### config.mk
export PLATFORM = sky130hd
export DESIGN_NAME = memory_store_rmw
export DESIGN_NICKNAME = d
export VERILOG_FILES = /design/src/rtl/memory_store_rmw.sv
export SDC_FILE = /design/constraint.sdc
export NUM_CORES = 1
export LEC_CHECK = 0
export CAP_MARGIN = 5
export CELL_PAD_IN_SITES_DETAIL_PLACEMENT = 1
export CELL_PAD_IN_SITES_GLOBAL_PLACEMENT = 1
export CORE_MARGIN = 5
export CORE_UTILIZATION = 27
export CTS_CLUSTER_DIAMETER = 100
export CTS_CLUSTER_SIZE = 8
export DETAILED_ROUTE_END_ITERATION = 16
export GPL_TIMING_DRIVEN = 0
export PLACE_DENSITY_LB_ADDON = 0.1
export SYNTH_ARGS = -nofsm -noshare
export SYNTH_HDL_FRONTEND = slang
export SYNTH_SLANG_ARGS = --single-unit
export TNS_END_PERCENT = 5
### constraint.sdc
create_clock -name clk -period 1.6 [get_ports clk]
set_input_delay 0.24 -clock clk [delete_from_list [all_inputs] [get_ports clk]]
set_output_delay 0.24 -clock clk [all_outputs]
set_load 0.03 [all_outputs]
### src/rtl/memory_store_rmw.sv
// Store formatter for a word-wide synchronous data memory: SW writes directly, SB does read-merge-write.
// Optional build macro MISALIGN_TRAP_EN rejects misaligned SW requests with a misalign pulse.
module memory_store_rmw #(
    parameter int DATA_WIDTH = 32,
    parameter int ADDR_WIDTH = 32
) (
    input  logic                  clk,
    input  logic                  rst_n,
    input  logic                  st_valid,
    output logic                  st_ready,
    input  logic                  StSrc,
    input  logic [ADDR_WIDTH-1:0] A,
    input  logic [DATA_WIDTH-1:0] WD,
    output logic [ADDR_WIDTH-1:0] mem_addr,
    output logic                  mem_re,
    input  logic [DATA_WIDTH-1:0] mem_rd,
    output logic                  mem_we,
    output logic [DATA_WIDTH-1:0] mem_wd,
    output logic                  st_done,
    output logic                  misalign
);

    localparam int LANES     = DATA_WIDTH / 8;
    localparam int LANE_BITS = $clog2(LANES);
    localparam logic [ADDR_WIDTH-1:0] LANE_MASK = ADDR_WIDTH'(LANES - 1);

    typedef enum logic [1:0] {
        IDLE,
        READ,
        MERGE,
        WRITE
    } state_t;

    state_t                  state;
    state_t                  state_nx;
    logic                    accept;
    logic [LANE_BITS-1:0]    req_lane;
    logic [7:0]              req_byte;
    logic [DATA_WIDTH-1:0]   merged;

    logic [ADDR_WIDTH-1:0]   addr_nx;
    logic                    re_nx;
    logic                    we_nx;
    logic [DATA_WIDTH-1:0]   wd_nx;
    logic                    done_nx;

`ifdef MISALIGN_TRAP_EN
    logic                    misalign_nx;
    logic                    sw_misaligned;
    logic                    misalign_q;

    assign sw_misaligned = (A & LANE_MASK) != '0;
    assign misalign      = misalign_q;
`else
    assign misalign      = 1'b0;
`endif

    assign st_ready = (state == IDLE);
    assign accept   = st_valid && st_ready;

    // Only the addressed byte lane of the freshly read word is replaced.
    always_comb begin
        merged = mem_rd;
        for (int k = 0; k < LANES; k++) begin
            if (req_lane == LANE_BITS'(k)) begin
                merged[8*k +: 8] = req_byte;
            end
        end
    end

    always_comb begin
        state_nx = state;
        addr_nx  = mem_addr;
        re_nx    = 1'b0;
        we_nx    = 1'b0;
        wd_nx    = mem_wd;
        done_nx  = 1'b0;
`ifdef MISALIGN_TRAP_EN
        misalign_nx = 1'b0;
`endif
        case (state)
            IDLE: begin
                if (accept) begin
                    if (StSrc) begin
                        state_nx = READ;
                        re_nx    = 1'b1;
                        addr_nx  = A & ~LANE_MASK;
                    end else begin
`ifdef MISALIGN_TRAP_EN
                        if (sw_misaligned) begin
                            misalign_nx = 1'b1;
                        end else begin
                            state_nx = WRITE;
                            we_nx    = 1'b1;
                            done_nx  = 1'b1;
                            addr_nx  = A & ~LANE_MASK;
                            wd_nx    = WD;
                        end
`else
                        state_nx = WRITE;
                        we_nx    = 1'b1;
                        done_nx  = 1'b1;
                        addr_nx  = A & ~LANE_MASK;
                        wd_nx    = WD;
`endif
                    end
                end
            end
            READ: begin
                state_nx = MERGE;
            end
            MERGE: begin
                // mem_addr still holds the aligned word address from the read.
                state_nx = WRITE;
                we_nx    = 1'b1;
                done_nx  = 1'b1;
                wd_nx    = merged;
            end
            WRITE: begin
                state_nx = IDLE;
            end
            default: begin
                state_nx = IDLE;
            end
        endcase
    end

    always_ff @(posedge clk) begin
        if (!rst_n) begin
            state    <= IDLE;
            mem_addr <= '0;
            mem_re   <= 1'b0;
            mem_we   <= 1'b0;
            mem_wd   <= '0;
            st_done  <= 1'b0;
            req_lane <= '0;
            req_byte <= '0;
`ifdef MISALIGN_TRAP_EN
            misalign_q <= 1'b0;
`endif
        end else begin
            state    <= state_nx;
            mem_addr <= addr_nx;
            mem_re   <= re_nx;
            mem_we   <= we_nx;
            mem_wd   <= wd_nx;
            st_done  <= done_nx;
`ifdef MISALIGN_TRAP_EN
            misalign_q <= misalign_nx;
`endif
            if (accept) begin
                req_lane <= A[LANE_BITS-1:0];
                req_byte <= WD[7:0];
            end
        end
    end

    // Single-port memory: a read and a write can never share a cycle.
    assert property (@(posedge clk) !(mem_re && mem_we));

endmodule

# Word-level counts from Yosys, hierarchy flattened
# Index checks and enable logic that the tools add are counted.
# Widths: inputs -> output; s select.
word_totals:
  mem_count: 0
  in_bits: 100
  out_inout_bits: 69
  rom_bits: 0
  latch_bits: 0
  elab_cells: 36
  register_bits: 76
  ram_bits: 0
classes:
  n_bitwise: 0
  n_div: 0
  n_eq_ne: 8
  magnitude_cmp: 0
  n_mul: 0
  n_mux: 14
  n_reduce_logical: 7
  shifts: 0
  addsub: 0
op_table:
  columns: ["cell", "n"]
  rows:
  - ["$mux 32", 2]
  - ["$pmux 32 s2", 1]
  - ["$mux 8", 4]
  - ["$eq 2x2->1 const B", 4]
  - ["$pmux 2 s4", 1]
  - ["$reduce_and 3->1", 2]
  - ["$eq 2x1->1 const B", 2]
  - ["$logic_not 2->1", 2]
  - ["$mux 2", 2]
  - ["$mux 1", 3]
  - ["$ne 2x1->1 const B", 1]
  - ["$ne 2x2->1 const B", 1]
  - ["$pmux 1 s2", 1]
  - ["$reduce_and 2->1", 1]
  - ["$reduce_bool 2->1", 1]
  - ["$logic_and 1x1->1", 1]

# Longest topological paths before layout
depth:
  depth_word: 4
  ltp_mapped: 7
  ltp_nobuf: 5

# Least setup slack after synthesis
# OpenSTA, ideal clock, no wires.
synth_path:
  path_kind: "register to register"
  start: "reg state[0]"
  end: "reg mem_wd[14]"
  path_buffers: 1
  setup_time_ps: 117
  setup_slack_ps: -59
  arrival_time_ps: 1543
  path_stages_with_launch: 7
  synth_period_minus_slack_ps: 1659
  required_ps: 1483
  path_cell_list: "dfxtp_1 inv_1 ha_1 and3b_4 o21a_4 buf_2 a22o_1"
synth_via:
  elab_chain_len: 4
  elab_cells_between_ends: 8
  classes_between: "eq/ne: 3; mux: 1; reduce/logical: 4"
synth_lines:
  columns: ["element", "line_no", "source"]
  rows:
  - ["from (decl)", "34", "state_t state;"]
  - ["from (signal assigned)", "142", "state <= state_nx;"]
  - ["$logic_not 2->1 *", "58", "assign st_ready = (state == IDLE);"]
  - ["net st_ready", "10", "output logic st_ready,"]
  - ["$logic_and 1x1->1", "59", "assign accept = st_valid && st_ready;"]
  - ["$ne 2x1->1 (no line)", null, null]
  - ["$reduce_and 3->1 (no line)", null, null]
  - ["to (signal assigned)", "146", "mem_wd <= wd_nx;"]
  - ["to (decl)", "18", "output logic [DATA_WIDTH-1:0] mem_wd,"]
# The timed path passes the listed nets; every way through them passes the cells marked *.
# A chain may end at the register's enable or synchronous reset.

# Worst setup path after layout
layout_path:
  start: "reg state[0]"
  end: "reg mem_wd[20]"
layout_via:
  elab_chain_len: 4
  elab_cells_between_ends: 8
  classes_between: "eq/ne: 3; mux: 1; reduce/logical: 4"
layout_lines:
  columns: ["element", "line_no"]
  rows:
  - ["$logic_not 2->1", "58, 81"]
  - ["$logic_and 1x1->1", "59"]
  - ["$ne 2x1->1 (no line)", null]
  - ["$reduce_and 3->1 (no line)", null]
# Several ways; a longest one is shown, not always the timed one.

==> impl_metrics.py <==
metrics = {
    "clock_network": {
        "cts_tree": "yes",
        "clock-root-buffer": "clkbuf_16",
        "ctsLongestPathBuffers": 2,
        "path_clk_slew_ns": 0.06,
        "cts_sinks": 76,
        "clk_latency_ns": 0.34,
        "h-tree-depth": 3,
        "numCtsBuffers": 9,
    },
    "yosys": {
        "synthesis.area_um2": 3657,
        "avgSynthCellArea_um2": 8.770,
        "synthTopCellsByArea": "dfxtp_1 (42%), nand2_1 (10%), a21boi_0 (5.3%), a21boi_1 (4.5%), a32o_1 (4.4%)",
        "synth_enable_flop_cells": 0,
        "async_flop_share": 0,
        "yosys-top-cells-count": "nand2_1 (98), dfxtp_1 (76), a21boi_0 (26), inv_1 (26), a21boi_1 (22)",
        "synth_cell_types": 36,
        "netlist_instances": 417,
        "yosysWarningCount": 0,
        "yosys.area.top_type": "dfxtp_1",
        "synth_top_area_share": 0.4160,
        "ys.flop_type": "dfxtp_1",
        "synth.most_common_cell": "nand2_1",
        "ys_seq_area_frac": 0.4160,
        "synth_seq_cells": 76,
    },
    "final_layout": {
        "utilization": 0.4369,
        "nNetsFinal": 699,
        "area_delta_synth_final_pct": 58.19,
        "fin_area_um2": 5786,
        "drive_gt1_frac": 0.1248,
        "nFillCells": 1576,
        "diodes": 0,
    },
    "route": {
        "vias": 3672,
        "vias_per_cell": 4.726,
        "drc": 0,
        "firstDrtPassIters": 4,
        "ant_nets": 0,
        "wirelength_mm": 13.64,
        "dr.first_iter.drc_count": 126,
        "wl_per_cell_um": 17.55,
    },
    "worst_setup_path": {
        "cp-end-kind": "register",
        "crit_start": "state[0]$_SDFFE_PN0P_",
        "path_class": "reg -> reg",
        "critPathRequiredTime_ns": 1.83,
        "rrSetupSlack_ns": -0.01,
        "worst_r2r_endpoint": "mem_wd[20]$_SDFFE_PN0P_",
        "reg2reg_from": "state[0]$_SDFFE_PN0P_",
        "cp_max_fo": 10,
        "crit_arrival_ns": 1.85,
        "ff2ff_path_depth": 7,
        "startpoint_type": "register",
    },
    "timing": {
        "skew_ns": 0.003871,
        "fin_ws_ns": -0.01424,
        "fin_crit_sh": 1.009,
        "hold_viol_final": 0,
        "finalMaxSlewViolations": 0,
        "setup_violations": 11,
        "fmax_ghz": 0.6195,
        "layout_min_cycle_time_ns": 1.614,
        "rsz0062_at_grt": "true",
    },
    "power": {
        "vdd_drop_max_mv": 0.7321,
        "clkPwrFrac": 0.268,
        "p_int_mw": 4.787,
        "p_leak_nw": 2.485,
        "swShare": 0.3799,
        "finalPower_mw": 7.721,
        "p_sw_mw": 2.933,
        "seqPwrFrac": 0.323,
        "combPwrFrac": 0.410,
        "power_density_nw_per_um2": 1334,
    },
    "grt": {
        "antenna_found_initial": 0,
        "grt_usage": 0.1680,
        "grt_overflow": 0,
        "grt_pass1_vias": 3972,
        "grt_max_degree": 13,
        "grt_pass1_wl_mm": 21.13,
    },
    "worst_hold_path": {
        "holdPathStages": 2,
        "hold_class": "in -> reg",
        "min_to": "req_byte[7]$_SDFFE_PN0P_",
        "hp-start": "rst_n",
    },
    "floorplanning": {
        "core_um2": 13240,
        "die_x_um": 126.4,
        "dieArea_um2": 15970,
        "initial_core_util": 0.2762,
        "rows": 42,
        "io-pin-count": 169,
        "die_h_um": 126.4,
    },
    "place": {
        "portBuffers": 164,
        "place_area_um2": 5529,
        "dpl.hpwl_mm": 10.36,
        "routabilityCongestion": 0.7499,
    },
    "flow_run": {
        "max_cap_violations": 0,
    },
    "status": {
        "failed_checks": "negative setup slack",
        "status": "finished with violations",
    },
}
[layout by cell type, fill, tap and decap left out, types with 3 or more instances in the layout]
cell	synthesis	final
clkbuf_16	0	9
buf_4	7	10
inv_1	26	26
a32o_1	16	16
nand2_1	98	98
buf_2	15	11
conb_1	1	3
a21boi_0	26	26
o21ai_0	8	8
clkdlybuf4s50_1	0	99
a22o_1	16	16
or2_2	14	14
dlygate4sd2_1	0	63
o221ai_1	16	16
dfxtp_1	76	75
a311o_1	8	8
clkbuf_4	0	3
clkbuf_1	14	10
a21boi_1	22	22
nand4b_1	16	16
buf_6	6	7
clkbuf_2	1	7
o311ai_0	8	8
[logic make-up (layout without fill, tap and decap cells)]
kind of cell / count (synthesis) / count (layout) / synth area share
AO/OA/AOI/OAI: 124 / 124 / 0.2826
adder cells (fa/ha/maj): 3 / 3 / 0.01026
buffers and inverters: 71 / 253 / 0.09784
flip-flops: 76 / 76 / 0.4160
other: 1 / 3 / 0.001025
AND/OR/NAND/NOR: 142 / 142 / 0.1923
[final cells by class]
type / instances / area [um^2] / area share
plain buffers: 44 / 280.3 / 0.04844
multi-input cells: 272 / 1790 / 0.3095
well taps: 176 / 220.2 / 0.03806
repair buffers: 166 / 1575 / 0.2723
clock inverters: 4 / 48.80 / 0.008434
inverters: 27 / 101.3 / 0.01752
flip-flops and latches: 76 / 1523 / 0.2632
clock buffers: 12 / 246.5 / 0.04260
[worst max path at each step]
stage,cells after the start,end
3_3_place_gp,5,mem_wd[21]$_SDFFE_PN0P_
5_1_grt,7,mem_wd[22]$_SDFFE_PN0P_
4_1_cts,7,mem_wd[20]$_SDFFE_PN0P_
3_5_place_dp,5,mem_wd[20]$_SDFFE_PN0P_
6_report,7,mem_wd[20]$_SDFFE_PN0P_
2_1_floorplan,6,mem_wd[14]$_SDFFE_PN0P_
[routing by layer]
layer | vias up | share of wire | GRT usage
met4 | 0 | 0.011 | 0.04038
met3 | 12 | 0.082 | 0.07860
li1 | 1827 | - | -
met1 | 1727 | 0.42 | 0.1892
met2 | 106 | 0.48 | 0.2883
met5 | - | 0 | 0
[critical path, cell delays in order (launching register included)]
cell     delay [ns]
dfxtp_1        0.31
inv_1          0.11
ha_2           0.25
and3b_4        0.25
nor3b_4        0.05
buf_4          0.16
buf_6          0.14
a22o_1         0.23
[power groups by stage]
stage | clock (mW) | combinational [mW] | sequential, mW
3_5_place_dp | 0 | 3.36 | 2.55
2_1_floorplan | 0 | 1.45 | 3.07
3_3_place_gp | 0 | 3.30 | 2.53
5_1_grt | 2.22 | 3.43 | 2.54
6_report | 2.07 | 3.16 | 2.49
4_1_cts | 2.14 | 3.20 | 2.50
[registers in the layout, indices dropped and copies added, names as in the netlist]
register and flops:
req_byte 8, mem_addr 30, state 2, req_lane 2, mem_wd 32, st_done 1, mem_re 1
[per-stage QoR]
| stage | worst slack [ns] | cells | TNS, ns | hold slack (ns) |
|---|---|---|---|---|
| finish | -0.01424 | 777 | -0.06118 | 0.2514 |
| detailed placement | -0.1757 | 759 | -6.687 | 0.4493 |
| global placement | -0.1635 | 759 | -4.647 | 0.4398 |
| global route | -0.09559 | 777 | -2.102 | 0.2414 |
| CTS | -0.02160 | 777 | -0.1476 | 0.2455 |
| floorplan | 0.06267 | 419 | 0 | 0.3748 |
[timing repair]
item / CTS / global route
endpoints found under the setup margin: 99 / 62
hold buffers: 0 / 0
gates resized for setup: 73 / 13
buffers inserted: 2 / 0
pin swaps: 1 / 0
No activity file was read; power rests on OpenSTA's default activity.
